===== src/rtl/spi_ram_burst_slave_if.sv =====
// Serial link between an SPI master and spi_ram_burst_slave.
// The master drives the frame select and serial data in; the slave returns registered read data.
interface spi_ram_burst_slave_if;
    logic MOSI;
    logic SS_n;
    logic MISO;

    modport master (output MOSI, output SS_n, input MISO);
    modport slave  (input MOSI, input SS_n, output MISO);
endinterface


===== src/rtl/spi_ram_burst_slave.sv =====
// SPI slave with an embedded single-port RAM, clocked by the system clock.
// Define SPI_AUTOINC_EN to stream consecutive words per WR_DATA/RD_DATA frame.
module spi_ram_burst_slave #(
    parameter int MEM_DEPTH  = 256,
    parameter int ADDR_SIZE  = 8,
    parameter int DATA_WIDTH = 8
) (
    input  logic                  clk,
    input  logic                  rst_n,
    spi_ram_burst_slave_if.slave  spi
);

    localparam int SW = (ADDR_SIZE > DATA_WIDTH) ? ADDR_SIZE : DATA_WIDTH;
    localparam int CW = $clog2(SW + 1);
    localparam int IW = (MEM_DEPTH > 1) ? $clog2(MEM_DEPTH) : 1;
    localparam logic [ADDR_SIZE:0]   DEPTH_W   = (ADDR_SIZE + 1)'(MEM_DEPTH);
    localparam logic [CW-1:0]        CNT_ONE   = CW'(1);
    localparam logic [CW-1:0]        ADDR_LAST = CW'(ADDR_SIZE - 1);
    localparam logic [CW-1:0]        DATA_LAST = CW'(DATA_WIDTH - 1);

    typedef enum logic [2:0] {
        IDLE, CMD, WR_ADDR, WR_DATA, RD_ADDR, RD_WAIT, RD_DATA, HOLD
    } state_t;

    state_t                  state_q;
    logic [CW-1:0]           cnt_q;
    logic [SW-1:0]           shift_q;
    logic                    op_q;
    logic [ADDR_SIZE-1:0]    wrAddr_q;
    logic [ADDR_SIZE-1:0]    rdAddr_q;
    logic [ADDR_SIZE-1:0]    wAddrPend_q;
    logic [DATA_WIDTH-1:0]   wBuf_q;
    logic                    wPend_q;
    logic [DATA_WIDTH-1:0]   rdWord_q;
    logic                    miso_q;

    logic [DATA_WIDTH-1:0]   mem [MEM_DEPTH];

    logic [SW-1:0]           shiftIn_d;
    logic [DATA_WIDTH-1:0]   rdData_d;

    function automatic logic inRange(input logic [ADDR_SIZE-1:0] a);
        return {1'b0, a} < DEPTH_W;
    endfunction

    assign shiftIn_d = {shift_q[SW-2:0], spi.MOSI};
    assign rdData_d  = inRange(rdAddr_q) ? mem[rdAddr_q[IW-1:0]] : '0;
    assign spi.MISO  = miso_q;

`ifdef SPI_AUTOINC_EN
    localparam logic [ADDR_SIZE-1:0] LAST_ADDR = ADDR_SIZE'(MEM_DEPTH - 1);
    localparam logic [ADDR_SIZE-1:0] ADDR_ONE  = ADDR_SIZE'(1);

    logic [ADDR_SIZE-1:0]    wrAddrInc_d;
    logic [ADDR_SIZE-1:0]    rdAddrInc_d;
    logic [DATA_WIDTH-1:0]   nextData_d;

    // The last in-range address wraps to zero; anything beyond simply counts up.
    assign wrAddrInc_d = (wrAddr_q == LAST_ADDR) ? '0 : wrAddr_q + ADDR_ONE;
    assign rdAddrInc_d = (rdAddr_q == LAST_ADDR) ? '0 : rdAddr_q + ADDR_ONE;
    assign nextData_d  = inRange(rdAddrInc_d) ? mem[rdAddrInc_d[IW-1:0]] : '0;
`endif

    always_ff @(posedge clk) begin
        if (!rst_n) begin
            state_q     <= IDLE;
            cnt_q       <= '0;
            shift_q     <= '0;
            op_q        <= 1'b0;
            wrAddr_q    <= '0;
            rdAddr_q    <= '0;
            wAddrPend_q <= '0;
            wBuf_q      <= '0;
            wPend_q     <= 1'b0;
            rdWord_q    <= '0;
            miso_q      <= 1'b0;
        end else begin
            wPend_q <= 1'b0;
            miso_q  <= 1'b0;
            if (spi.SS_n) begin
                state_q <= IDLE;
                cnt_q   <= '0;
            end else begin
                case (state_q)
                    IDLE: begin
                        state_q <= CMD;
                        cnt_q   <= '0;
                    end
                    CMD: begin
                        op_q  <= spi.MOSI;
                        cnt_q <= cnt_q + CNT_ONE;
                        if (cnt_q == CNT_ONE) begin
                            cnt_q <= '0;
                            case ({op_q, spi.MOSI})
                                2'b00:   state_q <= WR_ADDR;
                                2'b01:   state_q <= WR_DATA;
                                2'b10:   state_q <= RD_ADDR;
                                default: state_q <= RD_WAIT;
                            endcase
                        end
                    end
                    WR_ADDR: begin
                        shift_q <= shiftIn_d;
                        cnt_q   <= cnt_q + CNT_ONE;
                        if (cnt_q == ADDR_LAST) begin
                            wrAddr_q <= shiftIn_d[ADDR_SIZE-1:0];
                            cnt_q    <= '0;
                            state_q  <= HOLD;
                        end
                    end
                    RD_ADDR: begin
                        shift_q <= shiftIn_d;
                        cnt_q   <= cnt_q + CNT_ONE;
                        if (cnt_q == ADDR_LAST) begin
                            rdAddr_q <= shiftIn_d[ADDR_SIZE-1:0];
                            cnt_q    <= '0;
                            state_q  <= HOLD;
                        end
                    end
                    WR_DATA: begin
                        shift_q <= shiftIn_d;
                        cnt_q   <= cnt_q + CNT_ONE;
                        // A complete word is committed to RAM on the following edge.
                        if (cnt_q == DATA_LAST) begin
                            wBuf_q      <= shiftIn_d[DATA_WIDTH-1:0];
                            wAddrPend_q <= wrAddr_q;
                            wPend_q     <= 1'b1;
                            cnt_q       <= '0;
`ifdef SPI_AUTOINC_EN
                            wrAddr_q    <= wrAddrInc_d;
`else
                            state_q     <= HOLD;
`endif
                        end
                    end
                    RD_WAIT: begin
                        rdWord_q <= rdData_d;
                        cnt_q    <= '0;
                        state_q  <= RD_DATA;
                    end
                    RD_DATA: begin
                        miso_q   <= rdWord_q[DATA_WIDTH-1];
                        rdWord_q <= rdWord_q << 1;
                        cnt_q    <= cnt_q + CNT_ONE;
                        if (cnt_q == DATA_LAST) begin
                            cnt_q    <= '0;
`ifdef SPI_AUTOINC_EN
                            rdWord_q <= nextData_d;
                            rdAddr_q <= rdAddrInc_d;
`else
                            state_q  <= HOLD;
`endif
                        end
                    end
                    HOLD:    state_q <= HOLD;
                    default: state_q <= IDLE;
                endcase
            end
        end
    end

    // RAM is deliberately left out of reset; out-of-range writes are dropped.
    always_ff @(posedge clk) begin
        if (wPend_q && inRange(wAddrPend_q)) begin
            mem[wAddrPend_q[IW-1:0]] <= wBuf_q;
        end
    end

endmodule


===== src/flat_wrapper.sv =====
// flat-port wrapper written by rule: the top's interface ports become plain ports
module spi_ram_burst_slave_flat 
#(
    parameter int MEM_DEPTH  = 256,
    parameter int ADDR_SIZE  = 8,
    parameter int DATA_WIDTH = 8
)
  (clk, rst_n, spi_MOSI, spi_SS_n, spi_MISO);
  spi_ram_burst_slave_if spi_i ();
  input  logic clk;
  input  logic rst_n;
  input wire logic [$bits(spi_i.MOSI)-1:0] spi_MOSI;
  input wire logic [$bits(spi_i.SS_n)-1:0] spi_SS_n;
  output wire logic [$bits(spi_i.MISO)-1:0] spi_MISO;
  assign spi_i.MOSI = spi_MOSI;
  assign spi_i.SS_n = spi_SS_n;
  assign spi_MISO = spi_i.MISO;
  spi_ram_burst_slave #(.MEM_DEPTH(MEM_DEPTH), .ADDR_SIZE(ADDR_SIZE), .DATA_WIDTH(DATA_WIDTH)) u_core (.clk(clk), .rst_n(rst_n), .spi(spi_i));
endmodule

===== config.mk =====
export PLATFORM = sky130hd
export DESIGN_NAME = spi_ram_burst_slave_flat
export DESIGN_NICKNAME = d
export VERILOG_FILES = /design/src/rtl/spi_ram_burst_slave_if.sv /design/src/rtl/spi_ram_burst_slave.sv /design/src/flat_wrapper.sv
export SDC_FILE = /design/constraint.sdc
export NUM_CORES = 2
export LEC_CHECK = 0
export BUFFER_PORTS_ARGS = -buffer_cell sky130_fd_sc_hd__buf_2
export CORE_AREA = 2 2 374 376
export CTS_CLUSTER_SIZE = 40
export DETAILED_ROUTE_END_ITERATION = 10
export DIE_AREA = 0 0 376 378
export PLACE_DENSITY = 0.72
export SYNTH_ARGS = -nofsm -noshare
export SYNTH_HDL_FRONTEND = slang
export SYNTH_SLANG_ARGS = --single-unit

===== constraint.sdc =====
create_clock -name clk -period 10.2 [get_ports clk]
set_input_delay 0.51 -clock clk [delete_from_list [all_inputs] [get_ports clk]]
set_output_delay 0.51 -clock clk [all_outputs]
set_load 0.02 [all_outputs]

==> impl_metrics.ini <==
[status]
status = completed

[floorplanning]
initial_core_util = 0.595
die_h_um = 378
die_width_um = 376
row_count = 137
coreArea_mm2 = 0.139
io_pins = 5
dieArea_mm2 = 0.142

[route]
drt_iter0_drc = 6033
vias = 41680
post_drt_wl_per_cell_um = 33.8
wl_met3_mm = 23.1
highest_layer = met5
routed_wl_mm = 206
drtPass1Iterations = 7
ant_nets = 0
met2WireLength_mm = 94.2
viasPerCell = 6.85
drc_errors = 0
met1_length_mm = 80.4

[logic_synthesis]
async_flop_share = 0
netlist_area_mm2 = 0.0824
syn-instance-count = 4060
ys_seq_area_frac = 0.762
synth_nets = 4066
ys_ff_latch = 2113
syn_area_per_cell_um2 = 20.3
yosysWarningCount = 0
synth.distinct_cells = 66
synth_edf_count = 2048
synth_ff_type = edfxtp_1

[timing]
relSlewSlack = 0.0456
post-route-min-period_ns = 4.59
fin_crit_sh = 0.450
fin_setup_tns_ns = 0
setup_viol = 0
fin_hold_ws_ns = 0.159
rsz0062_at_grt = no
fmax_mhz = 218
slew_viol_final = 0
skew_ns = 0.0449
worst_pin_slew_ns = 1.42
hold_viol_final = 0

[pwr]
clkPwrFrac = 0.435
p_switching_mw = 3.16
ir_drop_uv = 158
leakage_nw = 25.8
finalPower_mw = 16.6
p_comb_frac = 0.001
power.density_mw_per_mm2 = 183
p_sw_frac = 0.191
power_frac_seq = 0.565
p_int_mw = 13.4

[global_routing]
antenna_found_initial = 4
grt_pass1_wl_mm = 295
grt_use_total = 0.294
grt_pass1_vias = 40537
grt_max_degree = 121
grt_overflow_total = 0

[finish]
fin_nets = 4119
synthToLayoutAreaGrowth_pct = 9.69
nFillCells = 8929
post-route-util = 0.653
final_common_cell = edfxtp_1
layout_common_cells = 2,048 x edfxtp_1, 508 x mux4_2, 346 x nor2_1
seqCellArea_mm2 = 0.0628
drive_gt1_frac = 0.210
multi_input_area_mm2 = 0.0182

[clock_tree]
clock_latency_ns = 0.85
cts_root_buf = clkbuf_16
cts-buffers-inserted = 202
cts_tree = yes
path_clk_slew_ns = 0.06
clk_path_buf_depth = 3
clock_sinks = 2113
cts-resized-gates = 0
ctsHtreeMaxLevel = 4

[critical_path]
cp_slowest_cell = nor3_1
cpPeakStageDelay_ns = 0.98
cp_max_fo = 20
worst-path-buf-inv = 2
cp_top_family = simple AND/OR/NAND/NOR gates
cp_cell_sequence = buf_4 > clkinv_1 > nand2_1 > nor4_1 > a311o_1 > nor3_1 > a221o_1 > a32o_1
cp-start-kind = flop
endpoint_kind = flop
required_ns = 10.98
r2r_slack_ns = 5.61
crit_arrival_ns = 5.38
criticalPathCategory = reg2reg

[hold_path]
hold_path_class = in2reg

[job]
cap_viol_max_count = 0

[placement]
hpwl_mm = 121
port-buffer-count = 4
gp_congestion = 0.929
==> worst register-to-register path: cells and delay by family (launching register included) <==
family,cells,cell delay (ns)
buffers and inverters,2,1.12
AOI/OAI and AO/OA,3,0.86
DFF,1,0.56
and+or+nand+nor,3,2.02
==> synthesized netlist by cell type, types with 4 or more instances <==
| cell | count | area share |
|---|---|---|
| and2_1 | 7 | 0.00053 |
| buf_2 | 58 | 0.0035 |
| o22ai_1 | 40 | 0.0030 |
| o21ai_1 | 5 | 0.00030 |
| o221ai_1 | 27 | 0.0029 |
| nand4_1 | 15 | 0.0011 |
| nor4_1 | 11 | 0.00084 |
| edfxtp_1 | 2048 | 0.75 |
| a31oi_1 | 19 | 0.0014 |
| and3_1 | 15 | 0.0011 |
| a21oi_1 | 69 | 0.0042 |
| nand2b_1 | 4 | 0.00030 |
| o211ai_1 | 7 | 0.00064 |
| buf_6 | 28 | 0.0038 |
| a211oi_1 | 28 | 0.0026 |
| a311oi_1 | 4 | 0.00043 |
| inv_1 | 7 | 0.00032 |
| a22oi_1 | 4 | 0.00036 |
| o2111ai_1 | 4 | 0.00043 |
| nand2_1 | 221 | 0.010 |
| o21ai_0 | 23 | 0.0014 |
| nor3_1 | 22 | 0.0013 |
| mux2_2 | 11 | 0.0015 |
| clkbuf_1 | 99 | 0.0045 |
| mux2i_1 | 164 | 0.020 |
| nor2_1 | 346 | 0.016 |
| nor2b_1 | 32 | 0.0024 |
| nand3_1 | 54 | 0.0033 |
| mux4_2 | 508 | 0.14 |
| dfxtp_1 | 65 | 0.016 |
| buf_4 | 31 | 0.0028 |
| buf_1 | 18 | 0.00082 |
| a2111oi_0 | 14 | 0.0015 |
==> sequential cells by signal, summed over array words and instances, names as in the netlist, named ones only <==
| name | cells |
|---|---|
| u_core.state_q | 3 |
| u_core.mem | 2048 |
| u_core.spi.MISO | 1 |
| u_core.shift_q | 7 |
| u_core.wrAddr_q | 8 |
| u_core.cnt_q | 4 |
| u_core.wAddrPend_q | 8 |
| u_core.wPend_q | 1 |
| u_core.rdWord_q | 8 |
| u_core.rdAddr_q | 8 |
| u_core.op_q | 1 |
| u_core.wBuf_q | 8 |
==> routing by layer <==
metal,global-route usage,vias to the layer above
met5,0,-
met4,0.114,6
met3,0.0769,441
met2,0.434,2543
met1,0.428,21939
li1,-,16751
==> what timing repair did <==
action	in CTS	in global routing
hold endpoints to repair	1	0
hold buffers	1	0
buffers inserted	0	0
==> power by group through the flow <==
| stage | clock network (mW) | logic (mW) | registers [mW] |
|---|---|---|---|
| floorplan | 0 | 0.00590 | 9.55 |
| global placement | 0 | 0.0108 | 9.55 |
| detailed placement | 0 | 0.0109 | 9.55 |
| CTS | 7.25 | 0.0113 | 9.37 |
| global route | 7.56 | 0.0122 | 9.36 |
| finish | 7.21 | 0.0115 | 9.36 |
==> final cells by class <==
type,count,share of cell area
Antenna cell,4,0.000111
Clock buffer,257,0.0593
Clock inverter,112,0.0104
Inverter,12,0.000554
Multi-Input combinational cell,1696,0.201
Sequential cell,2113,0.695
Tap cell,1807,0.0250
Timing Repair Buffer,88,0.00789
==> stage by stage <==
stage                     cells  instance area (um^2)  worst slack, ns
after global placement     5711                 84000             4.77
after floorplan            4060                 82400             5.95
after global routing       6085                 90400             5.40
after detailed placement   5715                 84100             5.60
after CTS                  6085                 90400             5.57
final                      6089                 90400             5.61
==> worst paths after layout <==
kind / startpoint / to / cells after the start
max reg2reg: flop / u_core.rdWord_q[0] / 8
max: flop / u_core.rdWord_q[0] / 8
min reg2reg: u_core.wrAddr_q[0] / u_core.wAddrPend_q[0] / 2
min: spi_SS_n / u_core.op_q / 4
==> cell families (layout without fill, tap and decap cells) <==
group	count (synthesis)	in the layout	synth area share
other	0	4	0
muxes	683	683	0.160
AOI/OAI and AO/OA	268	268	0.0218
xor gates and xnor gates	4	4	0.000425
DFF	2113	2113	0.762
adders and majority gates	2	2	0.000304
buffers and inverters	251	469	0.0171
and+or+nand+nor	739	739	0.0380
Note: power is estimated with default switching activity, not from simulation.
